### src/rtl/spi_master_byte.sv
// Single-byte SPI mode-0 master: MSB-first, 8-bit full-duplex transfer per start.
// Define SPI_MASTER_STD_MODE0_EN to sample miso on sclk rise (standard slave); default samples late.
module spi_master_byte #(
  parameter int unsigned CLK_DIV = 4
) (
  input  logic       clk,
  input  logic       reset_n,
  input  logic       start,
  input  logic [7:0] tx_data,
  output logic       busy,
  output logic       done,
  output logic [7:0] rx_data,
  output logic       sclk,
  output logic       cs,
  output logic       mosi,
  input  logic       miso
);

  typedef enum logic [2:0] {IDLE, SETUP, HIGH, LOW, GAP} state_t;

  localparam logic [7:0] DIV_M1 = 8'(CLK_DIV - 1);

  state_t     state, state_d;
  logic [7:0] cnt, cnt_d;
  logic [2:0] bit_cnt, bit_d;
  logic [7:0] tx_sh, tx_d;
  logic [7:0] rx_sh, rx_d;
  logic [7:0] rxdata_d;
  logic       mosi_d, done_d;
  logic       tc, accept;

  assign tc = (cnt == DIV_M1);
  // The edge that ends GAP doubles as an IDLE sampling point, so a held start
  // is accepted exactly 18*CLK_DIV edges after the previous acceptance.
  assign accept = start && ((state == IDLE) || ((state == GAP) && tc));

  always_comb begin
    state_d  = state;
    cnt_d    = tc ? '0 : cnt + 8'd1;
    bit_d    = bit_cnt;
    tx_d     = tx_sh;
    rx_d     = rx_sh;
    rxdata_d = rx_data;
    mosi_d   = mosi;
    done_d   = 1'b0;
    case (state)
      IDLE: cnt_d = '0;
      SETUP: begin
        if (tc) begin
          state_d = HIGH;
`ifdef SPI_MASTER_STD_MODE0_EN
          rx_d = {rx_sh[6:0], miso};
`endif
        end
      end
      HIGH: begin
        if (tc) begin
          state_d = LOW;
          mosi_d  = tx_sh[7];
          tx_d    = {tx_sh[6:0], 1'b0};
`ifdef SPI_MASTER_STD_MODE0_EN
          if (bit_cnt == 3'd7) begin
            done_d   = 1'b1;
            rxdata_d = rx_sh;
          end
`endif
        end
      end
      LOW: begin
        if (tc) begin
          bit_d = bit_cnt + 3'd1;
`ifdef SPI_MASTER_STD_MODE0_EN
          if (bit_cnt == 3'd7) begin
            state_d = GAP;
          end else begin
            rx_d    = {rx_sh[6:0], miso};
            state_d = HIGH;
          end
`else
          rx_d = {rx_sh[6:0], miso};
          if (bit_cnt == 3'd7) begin
            done_d   = 1'b1;
            rxdata_d = {rx_sh[6:0], miso};
            state_d  = GAP;
          end else begin
            state_d = HIGH;
          end
`endif
        end
      end
      GAP: begin
        if (tc) state_d = IDLE;
      end
      default: state_d = IDLE;
    endcase
    if (accept) begin
      state_d = SETUP;
      cnt_d   = '0;
      bit_d   = '0;
      tx_d    = {tx_data[6:0], 1'b0};
      mosi_d  = tx_data[7];
    end
  end

  always_ff @(posedge clk or negedge reset_n) begin
    if (!reset_n) begin
      state   <= IDLE;
      cnt     <= '0;
      bit_cnt <= '0;
      tx_sh   <= '0;
      rx_sh   <= '0;
      rx_data <= '0;
      mosi    <= 1'b0;
      done    <= 1'b0;
      sclk    <= 1'b0;
      cs      <= 1'b1;
      busy    <= 1'b0;
    end else begin
      state   <= state_d;
      cnt     <= cnt_d;
      bit_cnt <= bit_d;
      tx_sh   <= tx_d;
      rx_sh   <= rx_d;
      rx_data <= rxdata_d;
      mosi    <= mosi_d;
      done    <= done_d;
      sclk    <= (state_d == HIGH);
      cs      <= !((state_d == SETUP) || (state_d == HIGH) || (state_d == LOW));
      busy    <= (state_d != IDLE);
    end
  end

endmodule

### config.mk
export PLATFORM = sky130hd
export DESIGN_NAME = spi_master_byte
export DESIGN_NICKNAME = d
export VERILOG_FILES = /design/src/rtl/spi_master_byte.sv
export SDC_FILE = /design/constraint.sdc
export NUM_CORES = 1
export LEC_CHECK = 0
export BUFFER_PORTS_ARGS = -buffer_cell sky130_fd_sc_hd__buf_2
export CAP_MARGIN = 20
export CORE_UTILIZATION = 45
export DETAILED_ROUTE_END_ITERATION = 16
export PLACE_DENSITY_LB_ADDON = 0.3
export SLEW_MARGIN = 30
export SYNTH_ARGS = -nofsm -noshare
export SYNTH_HDL_FRONTEND = slang
export SYNTH_SLANG_ARGS = --single-unit
export TNS_END_PERCENT = 100
### constraint.sdc
create_clock -name clk -period 2.1 [get_ports clk]
set_input_delay 0.63 -clock clk [delete_from_list [all_inputs] [get_ports clk]]
set_output_delay 0.63 -clock clk [all_outputs]
set_load 0.01 [all_outputs]
Word level (Yosys, flattened, before mapping). Cells that the tools add are included.

Flip-flop bits (word level): 42. Logic and storage cells: 59. Input port bits: 12. Output and inout bits: 13.

Reduce and logical (&&, ||, !) cells: 15. Eq/ne operators: 9. Add/subtract/negate cells: 2. Mux-type cells: 22.

Operators with widths (count): $mux W8 (6); $mux W3 (9); $pmux W3 S5 (1); $eq A3 B2 Y1 const B (4); $add A8 B1 Y8 const B (1); $eq A8 B2 Y1 const B (1); $eq A3 B1 Y1 const B (2); $eq A3 B3 Y1 const B (2); $mux W1 (6); $reduce_and A2 Y1 (3); $reduce_bool A2 Y1 (3); $add A3 B1 Y3 const B (1); $logic_not A3 Y1 (1); $logic_or A1 B1 Y1 (3); $reduce_and A3 Y1 (1); $reduce_bool A3 Y1 (1); $logic_and A1 B1 Y1 (2); $logic_not A1 Y1 (1).

Logic depth before layout (Yosys ltp). Gate-level depths: netlist (run 1).

Depth in word-level cells: 9. Gate-level depth with buffers: 6. Depth with buffers taken out: 5.

Least setup slack after synthesis (run 1). Ideal clock, no wire load.

Path kind: register to register. From: register cnt[0]. To: register tx_sh[5]. Arrival time: 1691 ps. Period minus slack after synthesis: 1817 ps. Cell stages (with the launch flop): 6. Setup time: 126 ps. Buffers on the path: 0. Required time: 1974 ps. Setup slack: 283 ps. Cell sequence: dfrtp_1 ha_1 or3b_4 nor3_4 a21oi_2 a221o_1.

Longest elaborated chain between the ends: 6. Elaborated cells between the ends (all ways): 8. Those cells by class: eq/ne: 1; mux: 1; reduce/logical: 6.

Ends and longest elaborated chain: start: declaration (RTL line 24) `logic [7:0] cnt, cnt_d;`; start signal: assignment (RTL line 120) `cnt <= cnt_d;`; $eq A8 B2 Y1 * (RTL line 32) `assign tc = (cnt == DIV_M1);`; $logic_and A1 B1 Y1 (RTL line 35) `assign accept = start && ((state == IDLE) || ((state == GAP) && tc));`; $logic_or A1 B1 Y1 (RTL line 35); $logic_and A1 B1 Y1 (RTL line 35); $reduce_bool A2 Y1 (no line); $reduce_and A2 Y1 (no line); end signal: assignment (RTL line 122) `tx_sh <= tx_d;`; end: declaration (RTL line 26) `logic [7:0] tx_sh, tx_d;`.

Every way passes the cells marked *; elsewhere a longest branch is shown, timed or not. A chain may end at the register's enable or synchronous reset.

Final worst setup path (run 1).
From: register cnt[0]. To: register tx_sh[1].

Same word-level chain as after synthesis.

==> run summary, run 1 <==
Outcome: completed
R2r setup slk: 0.08 ns
Slew headroom: 0.4474
Unique cell type count in the Yosys netlist: 39
Starting Density: 0.4699
Clock power share: 0.198
CP max stage delay: 0.45 ns
Tot Pwr: 2.473 mW
Sequential share of power: 0.465
Hold buffers post-CTS: 0
Antenna diode count: 0
Core area: 4029 um2
DR vias: 1,293
Setup TNS Final: 0 ns
Slowest cell on crit path: or3b_4
Post-synthesis net count: 169
Internal power: 1.608 mW
Final min period: 2.016 ns
Reg-to-reg critical path endpoint: tx_sh[1]
Post-Syn Instances: 154
Row cnt: 23
DRC: 0
WP data arrival: 2.20 ns
Ys Warns: 0
First-pass GRT wire length: 5754 um
Port bufs: 24
Skew-Pair Late Insertion Delay: 0.29 ns
Max Cap Viol: 0
Setup violators final: 0
Post-synthesis sequential area ratio: 0.5426
Unrepaired setup endpoints after global routing: no
Crit Path Max Fanout: 5
Routability cong.: 0.7770
Worst hold path type: in2async
Avg WL per Cell: 14.80 um
Clk buf depth: 2
DRC violation total after the first TritonRoute iteration: 145
Mapped Area: 1893 um2
Hold Fails Final Rpt: 0
Root Buffer: clkbuf_8
Pin count of the biggest net entering global routing: 22
Setup crit start: cnt[0]
Worst Setup Slack, final: 0.08412 ns
R2r worst-path depth: 6
DR vias/cell: 5.410
Critical path buffers and inverters: 1
Switching Power: 0.8650 mW
WP depth: 6
Async S/R FF share, synth: 1.000
Num CTS Buffers: 5
Logic pwr share: 0.338
Placed cells: 228
Die area: 4470 um2
Vias in the first global route: 1,276
Post-synth EDFFs: 0
Die span in y: 66.86 um
Worst path required time: 2.28 ns
Critical path cell sequence: ha_2 > or3b_4 > nor3_4 > buf_4 > nor2b_1 > mux2_2
Grt ovf: 0
Worst Skew: 0.006745 ns
TritonCTS clock tree: built
Worst slack, placed: 0.08037 ns
Sw Ratio: 0.3498
Pins Over Slew Limit: 0
Synth-to-layout area growth: 16.85%
CP top delay family: simple AND/OR/NAND/NOR gates
Reg-to-reg startpoint: cnt[0]
Fraction of layout cells with a size suffix above 1: 0.3862
Clock slew at reported path FFs: 0.08 ns
Startpoint types: flop
Cell Count, Final, Fillers Out: 239
Period utilization: 0.9599
Peak Freq: 496.1 MHz
Global-route usage over all layers: 0.1810
Die X: 66.86 um
Worst-Margin Slew: 0.8219 ns
Post-DP HPWL: 2546 um
Total Nets Final: 203
Syn Area/Cell: 12.29 um2
Final WL: 3538 um
Fill cells: 363
Clock sink count: 41
Crit end category: flop
CP Class: reg2reg
Antenna violations before repair: 0
CP Capture Point: tx_sh[1]
Most used DFF post-synth: dfrtp_1
First drt pass iteration count: 6
Maximum vdd drop: 0.0004745 V
Final ANT Viol Nets: 0
H-tree levels: 2
Register bit count reported by yosys: 41
I/O pin cnt: 25
Pwr dens: 1118 nW/um2
Lkg Pwr: 1.073 nW
==> registers in the layout, indices dropped and copies added, names as in the netlist <==
signal,cells
done,1
bit_cnt,3
tx_sh,7
rx_data,8
rx_sh,7
busy,1
cnt,8
state,3
mosi,1
cs,1
sclk,1
==> power groups by stage <==
stage	registers (mW)	clock network (mW)	logic [mW]
floorplan	1.13	0	0.621
CTS	1.15	0.508	0.822
global placement	1.14	0	0.796
global route	1.17	0.540	0.930
finish	1.15	0.489	0.835
detailed placement	1.16	0	0.818
==> per-stage QoR <==
stage | hold WS (ns) | utilization | area, um2
2_1_floorplan | 0.3344 | - | 1893
3_3_place_gp | 0.4858 | 0.5205 | 2097
3_5_place_dp | 0.4895 | 0.5205 | 2097
4_1_cts | 0.3031 | 0.5413 | 2181
5_1_grt | 0.3137 | 0.5491 | 2212
6_report | 0.2960 | 0.5491 | 2212
==> cell families after synthesis <==
kind of cell               after synthesis  synth area share
and+or+nand+nor                         56            0.1877
DFF                                     41            0.5426
AOI/OAI and AO/OA                       20           0.08857
muxes                                   18            0.1057
buffers and inverters                    9           0.02313
xor gates and xnor gates                 7           0.03239
adders and majority gates                3           0.01983
==> cell type report <==
class / instances / area, um2 / share of cell area
Multi-Input combinational cell: 104 / 830.8 / 0.3756
Clock inverter: 1 / 7.507 / 0.003394
Tap cell: 50 / 62.56 / 0.02828
Sequential cell: 41 / 1027 / 0.4644
Inverter: 4 / 15.01 / 0.006787
Clock buffer: 7 / 76.32 / 0.03450
Timing Repair Buffer: 32 / 192.7 / 0.08710
==> cells in the final DEF, fill, tap and decap left out, types with 3 or more instances in the layout <==
| cell | synthesis | routed |
|---|---|---|
| a2111oi_2 | 3 | 3 |
| a21oi_1 | 5 | 5 |
| a221o_1 | 4 | 4 |
| and2_2 | 4 | 5 |
| buf_2 | 2 | 24 |
| buf_4 | 0 | 7 |
| clkbuf_8 | 0 | 5 |
| dfrtp_1 | 40 | 40 |
| inv_1 | 4 | 4 |
| mux2_2 | 16 | 16 |
| nand2_1 | 5 | 5 |
| nand3_1 | 8 | 8 |
| nor2_1 | 11 | 11 |
| nor2b_1 | 3 | 3 |
| nor3_1 | 7 | 7 |
| nor3b_1 | 4 | 3 |
| o21ai_0 | 3 | 3 |
| xor2_1 | 5 | 5 |
==> metal layers <==
layer | vias up | track usage | wire, um
met5 | - | 0 | 0
met4 | 0 | 0.07979 | 57
met3 | 6 | 0.05993 | 157
met2 | 40 | 0.3005 | 1763
met1 | 629 | 0.2108 | 1559
li1 | 618 | - | -
==> cells in the mapped netlist (all sizes together), types with 2 or more instances <==
cell	count	area share
and3	2	0.0066
nand4	2	0.015
a21oi	6	0.018
mux2	16	0.095
nor3	8	0.027
nand2	5	0.0099
buf	3	0.011
nor3b	4	0.016
a221o	4	0.021
o21ai	4	0.013
xnor2	2	0.0093
inv	4	0.0079
nor2b	3	0.0099
dfrtp	40	0.53
nor4	2	0.0066
nand3	8	0.021
and2	6	0.022
mux2i	2	0.011
xor2	5	0.023
or3b	2	0.011
a2111oi	3	0.024
ha	3	0.020
clkbuf	2	0.0040
nor2	12	0.032
==> worst min-delay path by stage <==
stage	endpoint	slack, ns	cells past startpoint
floorplan	bit_cnt[0]	0.33	0
global route	mosi	0.31	1
finish	mosi	0.30	1
CTS	mosi	0.30	1
detailed placement	rx_data[6]	0.49	1
global placement	cnt[0]	0.49	1
==> repair_timing <==
action,4_1_cts,5_1_grt
buffers inserted,0,3
endpoints found under the setup margin,0,22
endpoints found under the hold margin,0,0
resized for setup,0,3
No activity file was read; power rests on OpenSTA's default activity.
==> run 2, diff against run 1 <==
--- a/config.mk
+++ b/config.mk
@@ -7,7 +7,7 @@
 export LEC_CHECK = 0
 export BUFFER_PORTS_ARGS = -buffer_cell sky130_fd_sc_hd__buf_2
 export CAP_MARGIN = 20
-export CORE_UTILIZATION = 45
+export CORE_UTILIZATION = 40
 export DETAILED_ROUTE_END_ITERATION = 16
 export PLACE_DENSITY_LB_ADDON = 0.3
 export SLEW_MARGIN = 30
==> run 2 against run 1 <==
  * Register-to-register slack better by 0.08 ns
  * Count of clock-buffer cells in the layout is 2 lower
  * Sequential cell count did not move
  * Via count up 2.0%
  * Core utilization decreased by 5.4 points
  * Sequential power barely moved
  * Global-route usage is 1.9 points lower
  * Sequential share of layout area is 0.21 points higher
  * Critical path depth down 1
  * Critical path type unchanged
  * Largest power group unchanged
==> run summary, run 2 (synthesized netlist as in run 1, its figures left out) <==
Clk buf depth: 2 (unchanged)
DR vias/cell: 5.519 (was 5.410)
Root Buffer: clkbuf_8 (unchanged)
Fill cells: 406 (was 363)
WL met3: 154 um (was 157 um)
WP data arrival: 2.12 ns (was 2.20 ns)
DRC: 0 (unchanged)
Fraction of layout cells with a size suffix above 1: 0.3850 (was 0.3862)
DR vias: 1,319 (was 1,293)
Highest Signal Layer: met4 (unchanged)
Crit Path Max Fanout: 9 (was 5)
H-tree levels: 2 (unchanged)
Peak Freq: 515.3 MHz (was 496.1 MHz)
Max Cap Viol: 0 (unchanged)
Pin count of the biggest net entering global routing: 28 (was 22)
Pwr dens: 1134 nW/um2 (was 1118 nW/um2)
Num CTS Buffers: 5 (unchanged)
Met1 WL: 1632 um (was 1559 um)
TritonCTS clock tree: built (unchanged)
Worst Skew: 0.004030 ns (was 0.006745 ns)
Worst hold path type: in2async (unchanged)
Worst slack, placed: 0.07630 ns (was 0.08037 ns)
Maximum vdd drop: 0.0004730 V (was 0.0004745 V)
Final ANT Viol Nets: 0 (unchanged)
Final WL: 3642 um (was 3538 um)
First-pass GRT wire length: 6265 um (was 5754 um)
Die area: 5012 um2 (was 4470 um2)
Post-DP HPWL: 2592 um (was 2546 um)
Skew-Pair Late Insertion Delay: 0.30 ns (was 0.29 ns)
Avg WL per Cell: 15.24 um (was 14.80 um)
Outcome: completed (unchanged)
Setup violators final: 0 (unchanged)
Starting Density: 0.4260 (was 0.4699)
Antenna diode count: 0 (unchanged)
Biggest regs: cnt: 8 flops, rx_data: 8 flops (unchanged)
Worst path required time: 2.28 ns (about the same)
Vias in the first global route: 1,353 (was 1,276)
Row cnt: 24 (was 23)
I/O pin cnt: 25 (unchanged)
Synth-to-layout area growth: 16.33% (was 16.85%)
Unrepaired setup endpoints after global routing: no (unchanged)
Clock sink count: 41 (unchanged)
Lkg Pwr: 1.065 nW (was 1.073 nW)
Slowest cell on crit path: or3b_4 (unchanged)
Clock slew at reported path FFs: 0.08 ns (about the same)
Commonest non-fill, non-tap cell in the layout: dfrtp_1 (unchanged)
Critical path cell sequence: ha_2 > or3b_4 > nor2_8 > nand4_4 > mux2_2 (was ha_2 > or3b_4 > nor3_4 > buf_4 > nor2b_1 > mux2_2)
Grt ovf: 0 (unchanged)
CP top delay family: simple AND/OR/NAND/NOR gates (unchanged)
Core area: 4444 um2 (was 4029 um2)
Critical path buffers and inverters: 0 (was 1)
Most frequent cells in the layout: 40 x dfrtp_1, 24 x buf_2, 16 x mux2_2, 11 x nor2_1, 8 x nand3_1 (unchanged)
CP Class: reg2reg (unchanged)
Routability cong.: 0.7842 (was 0.7770)
Final min period: 1.941 ns (was 2.016 ns)
Slew headroom: 0.4451 (was 0.4474)
Total Nets Final: 201 (was 203)
Pins Over Slew Limit: 0 (unchanged)
Global-route usage over all layers: 0.1622 (was 0.1810)
Antenna violations before repair: 0 (unchanged)
Multi-input logic area: 825.8 um2 (was 830.8 um2)
Startpoint types: flop (unchanged)
Met2 Wirelength: 1820 um (was 1763 um)
Sequential cell area: 1027 um2 (unchanged)
CP max stage delay: 0.45 ns (about the same)
Period utilization: 0.9241 (was 0.9599)
Die span in y: 70.80 um (was 66.86 um)
DRC violation total after the first TritonRoute iteration: 101 (was 145)
Die X: 70.80 um (was 66.86 um)
Hold Fails Final Rpt: 0 (unchanged)
Port bufs: 24 (unchanged)
Worst-Margin Slew: 0.8253 ns (was 0.8219 ns)
Setup TNS Final: 0 ns (unchanged)
Worst Setup Slack, final: 0.1594 ns (was 0.08412 ns)
First drt pass iteration count: 6 (unchanged)
Crit end category: flop (unchanged)
[run 2: changes by cell type in the layout (fill, tap and decap cells not counted), sizes merged]
| cell | change |
|---|---|
| clkinvlp | -1 |
| clkbuf | -2 |
| buf | -2 |
| clkinv | +3 |
[run 2: timing repair]
item / 4_1_cts / 5_1_grt
gates resized for setup: 0 / 2
hold buffers: 0 / 0
endpoints found under the setup margin: 0 / 24
setup buffers: 0 / 1
[run 2: final cells by class]
cell class,count,area share
Clock inverter,3,0.01023
Timing Repair Buffer,30,0.08068
Tap cell,52,0.02955
Multi-Input combinational cell,104,0.3750
Sequential cell,41,0.4665
Inverter,4,0.006818
Clock buffer,5,0.03125
[run 2: path summary, 6_finish.rpt]
| kind | start | end | slack, ns | depth (start not counted) |
|---|---|---|---|---|
| worst max-delay path | cnt[0] | rx_data[4] | 0.16 | 5 |
| worst min-delay path | reset_n | sclk | 0.32 | 1 |
| worst max register to register | cnt[0] | rx_data[4] | 0.16 | 5 |
| worst min register to register | rx_data[7] | rx_data[7] | 0.50 | 1 |
| max in group asynchronous | reset_n | rx_sh[2] | 1.15 | 2 |
| min in group clk | rx_data[7] | rx_data[7] | 0.50 | 1 |
[run 2: worst reg2reg max path: stages (launching register included)]
cell     delay (ns)
dfrtp_1        0.41
ha_2           0.24
or3b_4         0.45
nor2_8         0.17
nand4_4        0.22
mux2_2         0.34
[run 2: stage by stage]
stage,hold slack (ns),total power [mW],util,cells,cell area [um2]
after floorplan,0.3344,1.748,-,154,1893
after global placement,0.4861,1.949,0.4724,230,2100
after detailed placement,0.4925,1.986,0.4724,230,2100
after CTS,0.3588,2.512,0.4930,238,2191
after global routing,0.3664,2.679,0.4955,239,2202
final,0.3242,2.497,0.4955,239,2202
[run 2: where the power goes]
group	internal (mW)	switching [mW]	leakage, nW
sequential	0.994	0.159	0.531
clock	0.236	0.284	0.0481
combinational	0.377	0.448	0.487
[run 2: metal layers]
layer,global-route usage,vias up
met1,0.1954,663
li1,-,625
met3,0.05271,7
met5,0,-
met2,0.2821,24
met4,0.04000,0
